[src/rtl/irda_f_int_ctrl.sv]
// FIR interrupt controller: latches pulse events, masks with f_ier, prioritises into f_iir/int_o,
// and owns the RX FIFO character-timeout counter.
module irda_f_int_ctrl #(
    parameter int unsigned TIMEOUT_W     = 8,
    parameter int unsigned TIMEOUT_LIMIT = 64
) (
    input  logic       clk,
    input  logic       wb_rst_i,
    input  logic [6:0] f_ier,
    input  logic       f_iir_read,
    input  logic       en,
    input  logic       rx_thresh,
    input  logic       tx_thresh,
    input  logic       rx_frame_end,
    input  logic       tx_frame_done,
    input  logic       rx_error,
    input  logic       rx_overrun,
    input  logic       rx_fifo_empty,
    input  logic       rx_fifo_pop,
    input  logic       rx_active,
    input  logic       rx_fifo_reset,
    input  logic       tx_fifo_reset,
    output logic [7:0] f_iir,
    output logic       int_o,
    output logic [6:0] pending_o
);

    typedef enum logic [1:0] {StIdle, StCount, StExpired} tmo_state_e;

    localparam logic [TIMEOUT_W-1:0] CntLast = TIMEOUT_W'(TIMEOUT_LIMIT - 1);
    localparam logic [TIMEOUT_W-1:0] CntOne  = TIMEOUT_W'(1);

    tmo_state_e           tmo_q, tmo_d;
    logic [TIMEOUT_W-1:0] cnt_q, cnt_d;
    logic                 tmo_set;

    logic [6:2] sticky_q, sticky_d, set_v, clr_v;
    logic [6:0] pending, masked;
    logic [2:0] id;
    logic [7:0] f_iir_q, f_iir_d, iir_prev_q;
    logic       int_q;

    // Timeout counter: fires once per FIFO-idle episode, then waits for a pop/empty/reset.
    always_comb begin
        tmo_d   = tmo_q;
        cnt_d   = cnt_q;
        tmo_set = 1'b0;
        if (rx_fifo_reset) begin
            tmo_d = StIdle;
            cnt_d = '0;
        end else begin
            unique case (tmo_q)
                StIdle: begin
                    cnt_d = '0;
                    if (!rx_fifo_empty && !rx_active) begin
                        tmo_d = StCount;
                    end
                end
                StCount: begin
                    if (rx_fifo_empty) begin
                        tmo_d = StIdle;
                        cnt_d = '0;
                    end else if (rx_fifo_pop || rx_active) begin
                        cnt_d = '0;
                    end else if (en) begin
                        if (cnt_q == CntLast) begin
                            tmo_set = 1'b1;
                            tmo_d   = StExpired;
                        end else begin
                            cnt_d = cnt_q + CntOne;
                        end
                    end
                end
                StExpired: begin
                    if (rx_fifo_pop || rx_fifo_empty) begin
                        tmo_d = StIdle;
                        cnt_d = '0;
                    end
                end
                default: begin
                    tmo_d = StIdle;
                    cnt_d = '0;
                end
            endcase
        end
    end

    always_ff @(posedge clk or posedge wb_rst_i) begin
        if (wb_rst_i) begin
            tmo_q <= StIdle;
            cnt_q <= '0;
        end else begin
            tmo_q <= tmo_d;
            cnt_q <= cnt_d;
        end
    end

    // Read-clear targets the id the bus actually sampled, held in iir_prev_q.
    always_comb begin
        set_v = {tmo_set, rx_overrun, rx_error, tx_frame_done, rx_frame_end};
        clr_v = '0;
        if (f_iir_read && !iir_prev_q[0] && (iir_prev_q[3:1] >= 3'd2)
            && (iir_prev_q[3:1] <= 3'd6)) begin
            clr_v[iir_prev_q[3:1]] = 1'b1;
        end
        if (rx_fifo_reset) begin
            clr_v = clr_v | 5'b11101;
        end
        if (tx_fifo_reset) begin
            clr_v[3] = 1'b1;
        end
        sticky_d = (sticky_q & ~clr_v) | set_v;
    end

    assign pending   = {sticky_q, tx_thresh, rx_thresh};
    assign masked    = pending & f_ier;
    assign pending_o = pending;

    // Priority order: 4, 5, 2, 6, 0, 3, 1.
    always_comb begin
        id = 3'd0;
        if (masked[4]) begin
            id = 3'd4;
        end else if (masked[5]) begin
            id = 3'd5;
        end else if (masked[2]) begin
            id = 3'd2;
        end else if (masked[6]) begin
            id = 3'd6;
        end else if (masked[0]) begin
            id = 3'd0;
        end else if (masked[3]) begin
            id = 3'd3;
        end else if (masked[1]) begin
            id = 3'd1;
        end
        f_iir_d = {4'h0, id, ~|masked};
    end

    always_ff @(posedge clk or posedge wb_rst_i) begin
        if (wb_rst_i) begin
            sticky_q   <= '0;
            f_iir_q    <= 8'h01;
            iir_prev_q <= 8'h01;
            int_q      <= 1'b0;
        end else begin
            sticky_q   <= sticky_d;
            f_iir_q    <= f_iir_d;
            iir_prev_q <= f_iir_q;
            int_q      <= |masked;
        end
    end

    assign f_iir = f_iir_q;
    assign int_o = int_q;

endmodule

[config.mk]
export PLATFORM = sky130hd
export DESIGN_NAME = irda_f_int_ctrl
export DESIGN_NICKNAME = d
export VERILOG_FILES = /design/src/rtl/irda_f_int_ctrl.sv
export SDC_FILE = /design/constraint.sdc
export NUM_CORES = 1
export LEC_CHECK = 0
export ABC_AREA = 1
export BUFFER_PORTS_ARGS = -buffer_cell sky130_fd_sc_hd__buf_4
export CORE_ASPECT_RATIO = 1.1
export CORE_MARGIN = 5
export CORE_UTILIZATION = 51
export CTS_CLUSTER_SIZE = 14
export DETAILED_ROUTE_END_ITERATION = 12
export PLACE_DENSITY = 0.79
export SYNTH_ARGS = -nofsm -noshare
export SYNTH_HDL_FRONTEND = slang
export SYNTH_SLANG_ARGS = --single-unit
[constraint.sdc]
create_clock -name clk -period 1.6 [get_ports clk]
set_clock_uncertainty 0.15 [all_clocks]
set_input_delay 0 -clock clk [delete_from_list [all_inputs] [get_ports clk]]
set_output_delay 0 -clock clk [all_outputs]
set_load 0.02 [all_outputs]
==> results of run 1 <==
## area by class of cell
type                            count  area (um2)  area share
Clock buffer                        3        22.5      0.0119
Clock inverter                      1        30.0      0.0158
Inverter                           24        92.6      0.0487
Multi-Input combinational cell    113         639       0.337
Sequential cell                    24         603       0.318
Tap cell                           31        38.8      0.0204
Timing Repair Buffer               56         473       0.249
## worst min-delay path by stage
stage / startpoint / to / slack, ps / cells after the start
4_1_cts: tx_thresh / pending_o[1] / 70 / 2
5_1_grt: tx_thresh / pending_o[1] / 80 / 2
3_3_place_gp: wb_rst_i / cnt_q[3] / -90 / 3
3_5_place_dp: wb_rst_i / int_o / -80 / 3
6_report: tx_thresh / pending_o[1] / 70 / 2
2_1_floorplan: wb_rst_i / cnt_q[0] / -140 / 1
## power by group through the flow
stage                     Clock (mW)  Combinational (mW)  Sequential [mW]
after floorplan                    0               0.122            0.697
after global placement             0               0.229            0.676
after detailed placement           0               0.236            0.677
after CTS                      0.441               0.280            0.666
after global routing           0.468               0.305            0.673
final                          0.431               0.279            0.668
## flip-flops by register name, summed over array words and instances (netlist names)
signal and flops:
cnt_q 8, sticky_q 5, f_iir 4, iir_prev_q 4, tmo_q 2, int_o 1
## what timing repair did
action	4_1_cts	5_1_grt
setup buffers	0	1
endpoints found under the setup margin	0	4
endpoints found under the hold margin	42	0
hold buffers	22	0
gates resized for setup	0	3
## kinds of logic (layout without fill, tap and decap cells)
logic type	after synthesis	count (layout)	share of synthesized area
adder cells (fa/ha/maj)	1	1	0.00921
AND/OR/NAND/NOR	91	91	0.356
flip-flops	24	24	0.444
XOR/XNOR	2	2	0.0129
other	1	4	0.00276
AO/OA/AOI/OAI	15	15	0.0737
buffers and inverters	30	84	0.101
## through the flow
step	util	hold WS (ps)	setup TNS [ps]
2_1_floorplan	-	-137	0
3_3_place_gp	0.643	-87.7	0
3_5_place_dp	0.643	-78.0	0
4_1_cts	0.751	65.0	0
5_1_grt	0.754	79.8	-2.22
6_report	0.754	67.7	0
## worst max-delay path: cells and delay by family, from the launching register on
family | cells | cell delay, ps
simple gates | 6 | 520
buf+inv | 1 | 90
fa+ha+maj | 1 | 230
flops | 1 | 420
## per-layer routing
metal  up-vias  global-route usage  wire, um
met5         -                   0         0
met4         0              0.0708        41
met3         4              0.0402       223
met2        38               0.380      1840
met1       602               0.226      1330
li1        630                   -         -
## synthesized netlist by cell type, drive strengths merged
master and instances:
dfrtp 22, dfstp 2, conb 1, nand4 10, nor2 19, ha 1, nand3 9, xor2 2
inv 24, buf 6, a31o 5, a21boi 1, nor3 2, a31oi 1, o21ai 5, o21bai 1
a21oi 2, nand2 51
==> flow_metrics.tcl, run 1 <==
set metrics [dict create \
    vias 1274 \
    arrival_ps 1560 \
    grt_pass1_wl_mm 6.05 \
    synth_seq_area_share 0.444 \
    port_buffers 33 \
    power_mw 1.38 \
    crit_top_cell "nand2_1" \
    routed_wl_mm 3.43 \
    ys_seq_elements 24 \
    die_x_um 59.2 \
    hpwl_mm 2.44 \
    clk_path_buf_depth 2 \
    yosysTopAreaCellShare 0.405 \
    final_common_cell "nand2_1" \
    leakage_nw 1.00 \
    cts_root_buf "clkbuf_4" \
    timing.fmax_ghz 0.665 \
    power_frac_clock 0.313 \
    crit_start "cnt_q[0]" \
    syn_area_mm2 0.00136 \
    synth_cells 164 \
    initial_core_util 0.539 \
    dpl_worst_slack_ps 98.6 \
    nNetsFinal 245 \
    grt_overflow 0 \
    num_rows 19 \
    crit_type "reg2reg" \
    pwr-share-seq 0.485 \
    drive_gt1_frac 0.312 \
    cts-htree-levels 1 \
    reg2reg_from "cnt_q[0]" \
    hold_class "in2out" \
    r2r_slack_ps 100 \
    grt_max_degree 25 \
    clkSinkCount 24 \
    finalHoldViolCount 0 \
    cts_buffers 3 \
    p_int_mw 1.03 \
    r2r_cells 8 \
    cts_tree "built" \
    drc_errors 0 \
    status "finished clean" \
    synth.distinct_cells 29 \
    r2r-end "cnt_q[1]" \
    finalNonFillerCells 252 \
    worstSetupStartpointType "register" \
    die_y_um 64.1 \
    yosysWarnings 0 \
    cp_data_required_time_ps 1660 \
    power_switching_mw 0.352 \
    setup_viol 0 \
    drt_iter0_markers 36 \
    grt_pass1_vias 1376 \
    ys_top_cells_by_area "dfrtp_1, nand2_1, inv_1" \
    clkLatencyLatePin_ps 310 \
    place_congestion 0.881 \
    final.min_clock_period_ps 1500 \
    io_pins 38 \
    maxCapViolCount 0 \
    drt-pass1-iter-count 4 \
    grt_usage 0.205 \
    combPwrFrac 0.202 \
    maxSlewViolCount 0 \
    path_max_fanout 7 \
    postRouteAntennaNets 0 \
    crit_end "cnt_q[1]" \
    cp-end-kind "register" \
    dieArea_mm2 0.00380 \
    area_growth_pct 39.8 \
    core_area_mm2 0.00252 \
    nFillCells 192 \
    setup_ws_ps 96.8 \
    post-route-period-util 0.940 \
    switching_share 0.255 \
    critPathMaxStageDelay_ps 420 \
    path_clk_slew_ps 120 \
    fin_area_mm2 0.00190 \
    syn-mean-instance-area_um2 8.29 \
    crit_slowest_cell "dfrtp_1" \
    grt_antenna_before_repair 0 \
    ir_drop_mv 0.951 \
    routed_via_density 5.06 \
    dpl.cell_count 226 \
    final_cell_mix "nand2_1, buf_4, dfrtp_1" \
    crit_chain "ha_2, nand2_4, nor2_4, nand3_4, inv_2, nor2_2, nand2_1, nand2_1" \
    antenna_cells 0 \
    synth_top_cell_by_area "dfrtp_1" \
    post_drt_wl_per_cell_um 13.6 \
    power_density_mw_per_mm2 726 \
    place_area_mm2 0.00162 \
]
Note: power is estimated with default switching activity, not from simulation.
==> run 2: changes to the inputs <==
--- a/config.mk
+++ b/config.mk
@@ -9,10 +9,12 @@
 export BUFFER_PORTS_ARGS = -buffer_cell sky130_fd_sc_hd__buf_4
 export CORE_ASPECT_RATIO = 1.1
 export CORE_MARGIN = 5
-export CORE_UTILIZATION = 51
+export CORE_UTILIZATION = 25
 export CTS_CLUSTER_SIZE = 14
 export DETAILED_ROUTE_END_ITERATION = 12
-export PLACE_DENSITY = 0.79
+export MAX_ROUTING_LAYER = met4
+export PLACE_DENSITY = 0.45
+export SKIP_LAST_GASP = 1
 export SYNTH_ARGS = -nofsm -noshare
 export SYNTH_HDL_FRONTEND = slang
 export SYNTH_SLANG_ARGS = --single-unit
==> run 2 against run 1 <==
Effect of this change:
- register-to-register slack hardly changed
- hold slack worse by 13 ps
- global-route usage is 11 points lower
- non-clock buffer count is 2 higher
- clock-buffer cell count is 1 higher
- fmax is 0.85% higher
- wire length is 7.2% lower
- clock power is 13% lower
- first-iteration DRC count is 5.6% higher
- utilization is 39 points lower
==> flow_metrics.tcl, run 2 (same netlist as run 1, synthesis figures left out) <==
set metrics [dict create \
    ir_drop_mv 0.314 \
    area_growth_pct 44.0 \
    die_y_um 87.3 \
    post_drt_wl_per_cell_um 10.7 \
    biggestRegsByFlops "cnt_q: 8 flops, sticky_q: 5 flops" \
    grt_pass1_wl_mm 5.33 \
    pwr-share-seq 0.507 \
    routed_via_density 4.09 \
    die_x_um 80.3 \
    cts_buffers 3 \
    path_buf_inv 1 \
    drive_gt1_frac 0.305 \
    final_common_cell "nand2_1" \
    crit_type "reg2reg" \
    clkSinkCount 24 \
    power_density_mw_per_mm2 672 \
    grt_overflow 0 \
    grt_max_degree 25 \
    largest_reg_flops 8 \
    switching_share 0.276 \
    num_rows 28 \
    cts_root_buf "clkbuf_8" \
    dieArea_mm2 0.00701 \
    io_pins 38 \
    nNetsFinal 247 \
    cp_top_family "buffers and inverters" \
    finalHoldViolCount 0 \
    post-route-period-util 0.932 \
    path_depth 4 \
    clkLatencyLatePin_ps 270 \
    maxCapViolCount 0 \
    combPwrFrac 0.210 \
    setup_ws_ps 109 \
    power_frac_clock 0.284 \
    grt_usage 0.0997 \
    core_area_mm2 0.00533 \
    drt-pass1-iter-count 4 \
    final_util 0.367 \
    crit_slowest_cell "dlygate4sd3_1" \
    reg2reg_from "sticky_q[4]" \
    status "finished clean" \
    critPathMaxStageDelay_ps 580 \
    place_congestion 0.743 \
    cts-htree-levels 1 \
    timing.fmax_ghz 0.671 \
    nFillCells 582 \
    r2r_cells 4 \
    power_mw 1.31 \
    final.min_clock_period_ps 1490 \
    dpl_worst_slack_ps 116 \
    arrival_ps 1540 \
    cp-end-kind "register" \
    initial_core_util 0.255 \
    setup_viol 0 \
    maxSlewViolCount 0 \
    routed_wl_mm 3.19 \
    hpwl_mm 2.43 \
    tns_ps 0 \
    clk_path_buf_depth 2 \
    path_max_fanout 3 \
    antenna_cells 0 \
    drc_errors 0 \
    regArea_um2 603 \
    drt_iter0_markers 38 \
    cts_tree "built" \
    place_area_mm2 0.00168 \
    multi_input_area_um2 634 \
    vias 1218 \
    worstSetupStartpointType "register" \
    cp_data_required_time_ps 1650 \
    leakage_nw 0.996 \
    fin_area_mm2 0.00196 \
    crit_chain "nand2_1, nand2_1, dlygate4sd3_1, nor2_1" \
    r2r-end "f_iir[2]" \
    hold_depth 5 \
    final_cell_mix "nand2_1, buf_4, dfrtp_1" \
    path_clk_slew_ps 90 \
    rsz0062_at_grt "false" \
    crit_top_cell "nand2_1" \
    p_int_mw 0.952 \
    r2r_slack_ps 110 \
    hold-path-endpoint "sticky_q[5]" \
    postRouteAntennaNets 0 \
    grt_antenna_before_repair 0 \
    power_switching_mw 0.362 \
    hold_class "in2reg" \
    hold_start "f_iir_read" \
    top_register "cnt_q" \
    grt_pass1_vias 1239 \
    port_buffers 33 \
]
[run 2: cell types whose count changed in the layout (fill, tap and decap cells not counted)]
cell / change
nand2_4: -1
clkbuf_1: +1
ha_1: +1
clkbuf_4: -3
buf_4: +2
ha_2: -1
bufinv_16: -1
nand2_1: +1
clkbuf_8: +3
nor2_4: +1
nor2_2: -1
[run 2: metal layers]
metal,GRT usage,share of wire,up-vias
li1,-,-,631
met1,0.115,0.44,549
met2,0.175,0.51,35
met3,0.0217,0.048,3
met4,0.0230,0.0066,0
met5,-,0,-
[run 2: power groups by stage]
stage	logic (mW)	clock network, mW	registers (mW)
final	0.275	0.373	0.666
after global routing	0.303	0.413	0.671
after CTS	0.279	0.392	0.667
after detailed placement	0.237	0	0.678
after global placement	0.238	0	0.677
after floorplan	0.122	0	0.697
[run 2: how the worst max path moves through the flow]
stage | slack (ps) | startpoint | to
2_1_floorplan | 220 | cnt_q[0] | cnt_q[5]
3_3_place_gp | 140 | cnt_q[0] | cnt_q[5]
5_1_grt | 5 | cnt_q[0] | cnt_q[5]
3_5_place_dp | 120 | cnt_q[0] | cnt_q[5]
4_1_cts | 90 | cnt_q[0] | cnt_q[5]
6_report | 110 | sticky_q[4] | f_iir[2]
[run 2: area by class of cell]
cell class | instances | share of cell area
timing repair buffer | 58 | 0.249
clock buffer | 4 | 0.0230
multi-input combinational | 113 | 0.324
inverter | 24 | 0.0473
sequential | 24 | 0.308
tap | 75 | 0.0480
[run 2: what timing repair did]
action / CTS / global route
hold buffers: 21 / 0
gates resized for setup: 0 / 1
setup endpoints to repair: 0 / 3
setup buffers: 0 / 2
endpoints found under the hold margin: 38 / 0
[run 2: through the flow]
step	hold WS [ps]	cells
CTS	59.6	296
global route	70.3	298
global placement	-67.1	271
floorplan	-137	167
detailed placement	-69.5	271
finish	54.8	298
[run 2: worst register-to-register path: cells and delay by family (launching register included)]
family | cells | cell delay [ps]
buf+inv | 1 | 580
simple gates | 3 | 290
flops | 1 | 410
